===== config.mk =====
export PLATFORM = sky130hd
export DESIGN_NAME = b06_rr_sched
export DESIGN_NICKNAME = d
export VERILOG_FILES = /design/src/rtl/b06_rr_sched.sv
export SDC_FILE = /design/constraint.sdc
export NUM_CORES = 1
export LEC_CHECK = 0
export CAP_MARGIN = 30
export CORE_ASPECT_RATIO = 0.75
export CORE_UTILIZATION = 47
export DETAILED_ROUTE_END_ITERATION = 7
export DONT_BUFFER_PORTS = 1
export MAX_ROUTING_LAYER = met4
export REMOVE_ABC_BUFFERS = 1
export SETUP_SLACK_MARGIN = 0.1
export SYNTH_ARGS = -nofsm -noshare
export SYNTH_HDL_FRONTEND = slang
export SYNTH_SLANG_ARGS = --single-unit

===== constraint.sdc =====
create_clock -name clock -period 3.8 [get_ports clock]
set_input_delay 0.38 -clock clock [delete_from_list [all_inputs] [get_ports clock]]
set_output_delay 0.38 -clock clock [all_outputs]
set_load 0.03 [all_outputs]

===== src/rtl/b06_rr_sched.sv =====
// Round-robin scheduler that shares one compare/handshake resource among NREQ requesters.
// Each request gets a start pulse, then either an ack on eql or a timeout_err, unless it aborts first.
module b06_rr_sched #(
   parameter int NREQ    = 4,
   parameter int TIMEOUT = 15,
   parameter int CNT_W   = 4
) (
   input  logic            clock,
   input  logic            reset,
   input  logic [NREQ-1:0] req,
   input  logic            eql,
   input  logic            cont_eql,
   output logic [NREQ-1:0] grant,
   output logic            start,
   output logic [1:0]      cc_sel,
   output logic [NREQ-1:0] ack,
   output logic            timeout_err,
   output logic            busy
);

   localparam logic [2:0] IDLE  = 3'd0;
   localparam logic [2:0] ISSUE = 3'd1;
   localparam logic [2:0] WAIT  = 3'd2;
   localparam logic [2:0] DONE  = 3'd3;
   localparam logic [2:0] ERR   = 3'd4;

   logic [2:0]       state;
   logic [CNT_W-1:0] cnt;
   logic [1:0]       last;
   logic [1:0]       win;
   logic [1:0]       idx;
   logic             found;

   // Scan last+1, last+2, ... modulo NREQ; the first requester found wins.
   always_comb begin
      win   = '0;
      idx   = '0;
      found = 1'b0;
      for (int k = 1; k <= NREQ; k++) begin
         idx = 2'((int'(last) + k) % NREQ);
         if (!found && req[idx]) begin
            win   = idx;
            found = 1'b1;
         end
      end
   end

   // cc_sel doubles as the winner register for the whole transaction.
   always_ff @(posedge clock or posedge reset) begin
      if (reset) begin
         state       <= IDLE;
         grant       <= '0;
         ack         <= '0;
         start       <= 1'b0;
         timeout_err <= 1'b0;
         busy        <= 1'b0;
         cc_sel      <= 2'b00;
         cnt         <= '0;
         last        <= 2'(NREQ-1);
      end else begin
         start       <= 1'b0;
         ack         <= '0;
         timeout_err <= 1'b0;
         case (state)
            IDLE: begin
               if (|req) begin
                  state  <= ISSUE;
                  grant  <= NREQ'(1) << win;
                  cc_sel <= win;
                  start  <= 1'b1;
                  busy   <= 1'b1;
               end
            end
            ISSUE: begin
               state <= WAIT;
               cnt   <= '0;
            end
            WAIT: begin
               if (eql) begin
                  state <= DONE;
                  ack   <= NREQ'(1) << cc_sel;
                  grant <= '0;
               end else if (!req[cc_sel]) begin
                  state <= IDLE;
                  grant <= '0;
                  busy  <= 1'b0;
               end else if (cnt == CNT_W'(TIMEOUT)) begin
                  state       <= ERR;
                  timeout_err <= 1'b1;
                  grant       <= '0;
               end else if (!cont_eql) begin
                  cnt <= cnt + 1'b1;
               end
            end
            DONE, ERR: begin
               state <= IDLE;
               last  <= cc_sel;
               busy  <= 1'b0;
            end
            default: state <= IDLE;
         endcase
      end
   end

endmodule

# Word level (Yosys, flattened, before mapping)

Index checks and enable logic that the tools add are counted.

Flip-flop bits (word level): 22
Bits in latches: 0
Bits in writable memories: 0
ROM bits: 0
Bits of input ports: 8
Logic and storage cells: 94
Memories: 0

$add $sub $neg: 5
$mul: 0
Divide/modulo/power cells: 0
$lt $le $gt $ge: 5
Eq/ne operators: 12
Shifts and indexed selects: 2
Multiplexer cells: 44
Bitwise logic cells: 0
Reductions and logical operators: 17

Operators with widths:

| operator                                            | number |
|---|---|
| 2-to-1 mux 4 bit                                    | 10 |
| 2-to-1 mux 1 bit                                    | 17 |
| case mux 4 bit (2 select lines)                     | 2 |
| < comparator 2 x 3 -> 1 bit (second input constant) | 5 |
| 2-to-1 mux 3 bit                                    | 4 |
| != test 2 bit (second input constant)               | 6 |
| binary-select mux 1 bit (select 2 bit)              | 5 |
| case mux 3 bit (3 select lines)                     | 1 |
| 2-to-1 mux 2 bit                                    | 4 |
| left shift 1 x 2 -> 4 bit (first input constant)    | 2 |
| == test 3 x 2 -> 1 bit (second input constant)      | 2 |
| AND reduction 5 bit                                 | 1 |
| adder 2 x 1 -> 2 bit (second input constant)        | 2 |
| adder 2 bit (second input constant)                 | 2 |
| adder 4 x 1 -> 4 bit (second input constant)        | 1 |
| == test 4 bit (second input constant)               | 1 |
| != test 4 bit (second input constant)               | 1 |
| AND reduction 2 bit                                 | 2 |
| AND reduction 4 bit                                 | 1 |
| nonzero test 2 bit                                  | 2 |
| OR reduction 4 bit                                  | 1 |
| == test 3 x 1 -> 1 bit (second input constant)      | 1 |
| == test 3 bit (second input constant)               | 1 |
| logical AND 1 bit                                   | 3 |
| 6 further kinds                                     | 8 |

# Depth between registers and ports, before layout

Gate-level depths: netlist of the first run.

Depth after elaboration: 16
Depth in mapped cells: 5
Gate-level depth less buffers: 5

# Worst setup path before layout of the first run

OpenSTA, ideal clock, no wires.

Path type: reg-to-reg
Start point: register cc_sel[1]
End point: register grant[0]
Arrival time: 1.651 ns
Data required time: 3.679 ns
Path slack: 2.028 ns
Cell stages (with the launch flop): 5
Path buffers: 0
Period minus slack after synthesis: 1.772 ns
Cell sequence: dfrtp_1 > mux4_2 > nand2_2 > o221ai_2 > a22o_1

Word-level cells in the longest chain between the ends: 5

Ends and longest elaborated chain:

| element                                    | RTL line | text |
|---|---|---|
| from (decl)                                | 15       | `output logic [1:0] cc_sel,` |
| from (signal assigned)                     | 69       | `cc_sel <= win;` |
| binary-select mux 1 bit (select 2 bit) (*) | 83       | `end else if (!req[cc_sel]) begin` |
| 2-to-1 mux 1 bit (implied by the code) (*) | 83       |  |
| 2-to-1 mux 4 bit                           | 83       |  |
| 2-to-1 mux 4 bit                           | 79       | `if (eql) begin` |
| case mux 4 bit (2 select lines)            | 64       | `case (state)` |
| to (signal assigned)                       | 68       | `grant <= NREQ'(1) << win;` |
| to (decl)                                  | 13       | `output logic [NREQ-1:0] grant,` |

Mark *: on every way between the ends. The rest lies on a longest branch, timed or not. The select of a mux whose other input is x is not followed.
A chain may end at the register's enable or synchronous reset.

# Worst setup path in the final report of the first run

Ends and elaborated chain as after synthesis.

==> out/qor.txt, run 1 <==
Status = finished, violations left
Violated checks = design-rule violations
Final hold violation count = 0
Post-Place Cells = 128
Final setup vio count = 0
Post-CTS Hold Fix Bufs = 0
FF-to-FF path depth = 4
CTS tree = yes
Leakage = 0.499 nW
Syn Inst Count = 107
Power per cell area = 799 nW/um2
GPL Wtd Cong = 0.754
Initial antenna violation count = 0
Layout cell share with drive strength beyond 1 = 13.9%
CTS resizes = 0
Setup TNS = 0 ns
Worst Tran Pin Value = 0.797 ns
Max Freq = 520 MHz
Global-route wire length before repair = 3410 um
Largest net degree at the start of global routing = 23
Req. time, crit path = 4.01 ns
Mapped Area = 1100 um2
CTS clock-pin slew for the worst setup and hold paths = 0.12 ns
Clk_skew = 0.00465 ns
RSZ-0062 raised after global routing = false
Yosys cell types = 39
Final worst path period need = 1.92 ns
Clock sink total = 22
Reg-to-reg slack, setup = 1.88 ns
Tcrit/Tclk final = 50.6%
Data arrival, critical path = 2.13 ns
Synth warn = 0
Max VDD drop = 0.512 mV
1st-iter DRT viols = 30
Num CTS Buffers = 3
Die ar. = 2550 um2
WL per Instance = 15.1 um
Layout Nets = 118
Setup crit end = grant[0]$_DFFE_PP0P_
Critical R2R Launch = cc_sel[1]$_DFFE_PP0P_
Critical path class = reg -> reg
Row count = 14
Post-synthesis sequential area ratio = 50.1%
Max-cap violations = 0
GR Util All Layers = 18.9%
Area Growth Syn to Fin = 5.33%
Finished Layout Cells = 132
Critical path origin = cc_sel[1]$_DFFE_PP0P_
Crit-path cells = mux4_2 > nand2_2 > o221ai_2 > a22o_1
Startpoint types = register
# diodes = 0
DRC Markers = 2
FF-to-FF End = grant[0]$_DFFE_PP0P_
Vias per inst = 6.11
Vias in the first global route = 713
Worst Path Max Fanout = 7
Detail Placement HPWL = 1490 um
Post-Syn Area per Cell = 10.3 um2
Slowest CP cell = dfrtp_1
Core Footprint = 2100 um2
Pins Over Slew Limit = 0
# IOs = 21
Post-route ant nets = 0
H-tree Lvls = 1
Slew HR = 46.8%
CTS root buf = clkbuf_4
Slowest stage delay, CP = 0.67 ns
Initial Util = 52.5%
Hold Path Class = in -> async
Final global-route overflow total = 0
DR pass1 iterations = 6
CTS Buffer Depth = 2
Die X = 58.0 um
Crit end category = register
Fin util = 55.3%
Via count = 807
Clock Latency Late Sink = 0.30 ns
Die H = 44.0 um
FF+latch count, synth = 22
Post-CTS setup buffer count = 0
Routed wire length = 2000 um
Port Buf Inserts = 0
==> worst max-delay path: cells and delay by family, from the launching register on <==
kind	cells	cell delay, ns
simple gates	1	0.10
flops	1	0.67
compound gates	2	0.40
mux	1	0.66
==> registers in the layout (all words and copies together) (netlist names) <==
| signal | count |
|---|---|
| busy | 1 |
| cnt | 4 |
| start | 1 |
| grant | 4 |
| last | 2 |
| timeout_err | 1 |
| ack | 4 |
| cc_sel | 2 |
| state | 3 |
==> placed cells by master (no fill, tap or decap), types with 2 or more instances in the layout <==
cell type and n:
nand2b_1 4, nand3_1 4, nor4_1 3, nand3b_1 2, mux2i_1 2, o2bb2ai_1 2
clkbuf_4 3, a21oi_1 3, a22oi_1 2, a22o_1 4, o21ai_0 5, dfrtp_1 20
dfstp_2 2, nor2_1 10, nand2_1 12, nor3_1 5, inv_1 4
==> how the worst min path moves through the flow <==
stage	from	end	slack, ns	depth (start not counted)
after floorplan	reset	ack[0]$_DFF_PP0_	0.37	1
after global placement	reset	timeout_err$_DFF_PP0_	0.46	1
after detailed placement	reset	timeout_err$_DFF_PP0_	0.47	1
after CTS	reset	timeout_err$_DFF_PP0_	0.12	1
after global routing	reset	cnt[1]$_DFFE_PP0P_	0.14	1
final	reset	timeout_err$_DFF_PP0_	0.1	1
==> where the power goes <==
part | internal (mW) | leakage (nW) | switching, mW
clock | 0.107 | 0.0279 | 0.0677
combinational | 0.124 | 0.187 | 0.139
sequential | 0.312 | 0.285 | 0.179
==> metal layers <==
metal  up-vias  global-route usage [%]  routed length (um)
met4         0                    4.29                  13
met2        28                    25.3                 842
met5         -                       -                   0
met3         2                    6.87                 153
met1       384                    27.1                 988
li1        393                       -                   -
==> cell usage after synthesis <==
master / instances / area share, %
or3b_2: 1 / 0.79
o211a_1: 1 / 0.91
o22a_1: 1 / 0.79
or2b_2: 1 / 0.79
a21boi_0: 1 / 0.68
and3_1: 1 / 0.57
nor3_2: 1 / 0.91
a211o_1: 1 / 0.79
buf_6: 1 / 1.0
nand3_1: 4 / 1.8
o21ai_0: 5 / 2.3
o211ai_1: 1 / 0.68
nand3_2: 1 / 0.91
nor4_2: 1 / 1.1
nand3b_1: 2 / 1.4
nand2_1: 12 / 4.1
a22o_1: 4 / 3.2
a21o_1: 1 / 0.68
nor3_1: 5 / 2.3
nor4_1: 3 / 1.7
mux2i_1: 2 / 1.8
dfstp_2: 2 / 4.8
nor4b_1: 1 / 0.79
clkbuf_2: 1 / 0.45
mux2_2: 1 / 1.0
inv_1: 4 / 1.4
buf_4: 1 / 0.68
a22oi_1: 2 / 1.4
dfrtp_1: 20 / 45
nor3b_1: 1 / 0.68
mux4_2: 1 / 2.0
nand2b_1: 4 / 2.3
o2bb2ai_1: 2 / 1.6
ha_1: 1 / 1.1
a211oi_1: 1 / 0.68
a21oi_1: 3 / 1.4
o221ai_2: 1 / 1.4
nand2_2: 1 / 0.57
nor2_1: 10 / 3.4
==> cell type report <==
type,instances,area [um2]
multi-input cells,78,512
inverters,4,15.0
clock inverters,1,30.0
fillers,176,940
clock buffers,3,22.5
well taps,24,30.0
flip-flops and latches,22,553
==> kinds of logic after synthesis <==
kind of cell	count (synthesis)	synth area share (%)
flip-flops	22	50.1
AO/OA/AOI/OAI	24	16.3
multiplexers	4	4.88
AND/OR/NAND/NOR	49	24.0
adder cells (fa/ha/maj)	1	1.13
buffers and inverters	7	3.51
==> metrics by stage <==
stage | cell area [um2] | power, mW | hold WS [ns] | worst slack, ns
floorplan | 1080 | 0.692 | 0.368 | 2.03
global placement | 1110 | 0.757 | 0.461 | 1.91
detailed placement | 1110 | 0.759 | 0.474 | 1.88
CTS | 1160 | 0.940 | 0.116 | 1.86
global route | 1160 | 1.00 | 0.143 | 1.80
finish | 1160 | 0.928 | 0.0994 | 1.88
Power figures use the tool's default switching activity.
==> run 2, diff against run 1 <==
- clock period: 3.8 -> 1.8 ns (I/O delays scaled with it)
==> out/qor.txt, run 2 (synthesized netlist as in run 1, its figures left out) <==
Power per cell area = 1700 nW/um2 (+110%)
Largest net degree at the start of global routing = 23 (unchanged)
Routed wire length = 2100 um (+5.3%)
Die ar. = 2550 um2 (unchanged)
# IOs = 21 (unchanged)
Tcrit/Tclk final = 87.5% (+37 points)
Met1 Wirelength = 1080 um (+8.9%)
Worst Path Max Fanout = 6 (-1)
CTS resizes = 0 (unchanged)
Most frequent cells in the layout = dfrtp_1, nand2_1, nor2_1
Max-cap violations = 0 (unchanged)
Hold Path Class = in -> reg
Row count = 14 (unchanged)
Max Freq = 635 MHz (+22%)
Clk_skew = 0.00474 ns (+0.0000853 ns)
RSZ-0062 raised after global routing = false
Core Footprint = 2100 um2 (unchanged)
Top sig layer = met3
Final global-route overflow total = 0 (unchanged)
Global-route wire length before repair = 3550 um (+4.0%)
Wire length on met2 = 867 um (+3.0%)
Clock Latency Late Sink = 0.31 ns (about the same)
Top Registers = ack x4, cnt x4, grant x4
Post-CTS Hold Fix Bufs = 1 (+1)
CTS clock-pin slew for the worst setup and hold paths = 0.12 ns (about the same)
WL per Instance = 15.2 um (+0.68%)
Via count = 829 (+2.7%)
Slew HR = 45.2% (-1.6 points)
Area Growth Syn to Fin = 9.64%
Initial antenna violation count = 0 (unchanged)
DR pass1 iterations = 6 (unchanged)
Post-CTS setup buffer count = 0 (unchanged)
Pins Over Slew Limit = 0 (unchanged)
Die X = 58.0 um (unchanged)
Num CTS Buffers = 3 (unchanged)
Layout Nets = 124 (+5.1%)
Setup TNS = 0 ns (unchanged)
Commonest non-fill, non-tap cell in the layout = dfrtp_1
Met3 WL = 157 um (+2.6%)
Violated checks = design-rule violations
Initial Util = 52.5% (unchanged)
Final setup vio count = 0 (unchanged)
Dpl ws = 0.238 ns (-1.64 ns)
Crit end category = register
H-tree Lvls = 1 (unchanged)
Die H = 44.0 um (unchanged)
# diodes = 0 (unchanged)
Final hold violation count = 0 (unchanged)
Vias in the first global route = 736 (+3.2%)
Post-route ant nets = 0 (unchanged)
Port Buf Inserts = 0 (unchanged)
GR Util All Layers = 19.6% (+0.70 points)
CTS Buffer Depth = 2 (unchanged)
Setup ws final = 0.225 ns (-1.65 ns)
Req. time, crit path = 2.02 ns (-1.99 ns)
1st-iter DRT viols = 31 (+3.3%)
GPL Wtd Cong = 0.900 (+19%)
DRC Markers = 2 (unchanged)
Critical path class = reg -> reg
Startpoint types = register
CTS tree = yes
Status = finished, violations left
Detail Placement HPWL = 1550 um (+3.6%)
Vias per inst = 6.01 (-1.7%)
Final worst path period need = 1.58 ns (-0.347 ns)
Clock sink total = 22 (unchanged)
Worst Tran Pin Value = 0.821 ns (+0.0245 ns)
CTS root buf = clkbuf_4
Total power = 2.06 mW (+120%)
Leakage = 0.528 nW (+5.8%)
Data arrival, critical path = 1.79 ns (-0.34 ns)
Layout cell share with drive strength beyond 1 = 17.5% (+3.7 points)
Max VDD drop = 0.700 mV (+37%)
-- run 2: worst max-delay path, cell delays in order (launching register included) --
cell,delay [ns]
dfrtp_1,0.39
mux4_2,0.59
nand2_2,0.09
o221ai_2,0.15
a22o_1,0.26
-- run 2: area by class of cell --
class                           instances  area [um2]
Clock buffer                            3        22.5
Multi-Input combinational cell         78         512
Tap cell                               24        30.0
Timing Repair Buffer                    6        47.5
Sequential cell                        22         553
Fill cell                             191         892
Clock inverter                          1        30.0
Inverter                                4        15.0
-- run 2: worst paths after layout --
check	from	endpoint	slack, ns	cells after the start
max in group asynchronous	reset	busy$_DFFE_PP0P_	0.84	2
min in group asynchronous	reset	timeout_err$_DFF_PP0_	0.45	2
setup / recovery	cc_sel[1]$_DFFE_PP0P_	grant[1]$_DFFE_PP0P_	0.22	4
hold / removal	eql	cnt[3]$_DFFE_PP0P_	0.02	2
setup reg to reg	cc_sel[1]$_DFFE_PP0P_	grant[1]$_DFFE_PP0P_	0.22	4
hold reg to reg	cnt[3]$_DFFE_PP0P_	cnt[3]$_DFFE_PP0P_	0.52	1
-- run 2: routing by layer --
| layer | vias to the layer above | global-route usage [%] |
|---|---|---|
| li1 | 404 | - |
| met1 | 394 | 29.8 |
| met2 | 31 | 24.8 |
| met3 | 0 | 7.16 |
| met4 | 0 | 2.86 |
| met5 | - | - |
-- run 2: metrics by stage --
stage	cells	cell area [um2]	util, %	hold WS, ns
2_1_floorplan	104	1080	-	0.168
3_3_place_gp	133	1150	54.6	0.263
3_5_place_dp	133	1150	54.6	0.275
4_1_cts	138	1210	57.6	0.0157
5_1_grt	138	1210	57.6	0.0131
6_report	138	1210	57.6	0.0208
-- run 2: power by group --
group | internal, mW | total, mW | switching (mW)
Sequential | 0.660 | 0.939 | 0.279
Clock | 0.225 | 0.378 | 0.153
Combinational | 0.319 | 0.739 | 0.421
Total | 1.20 | 2.06 | 0.852
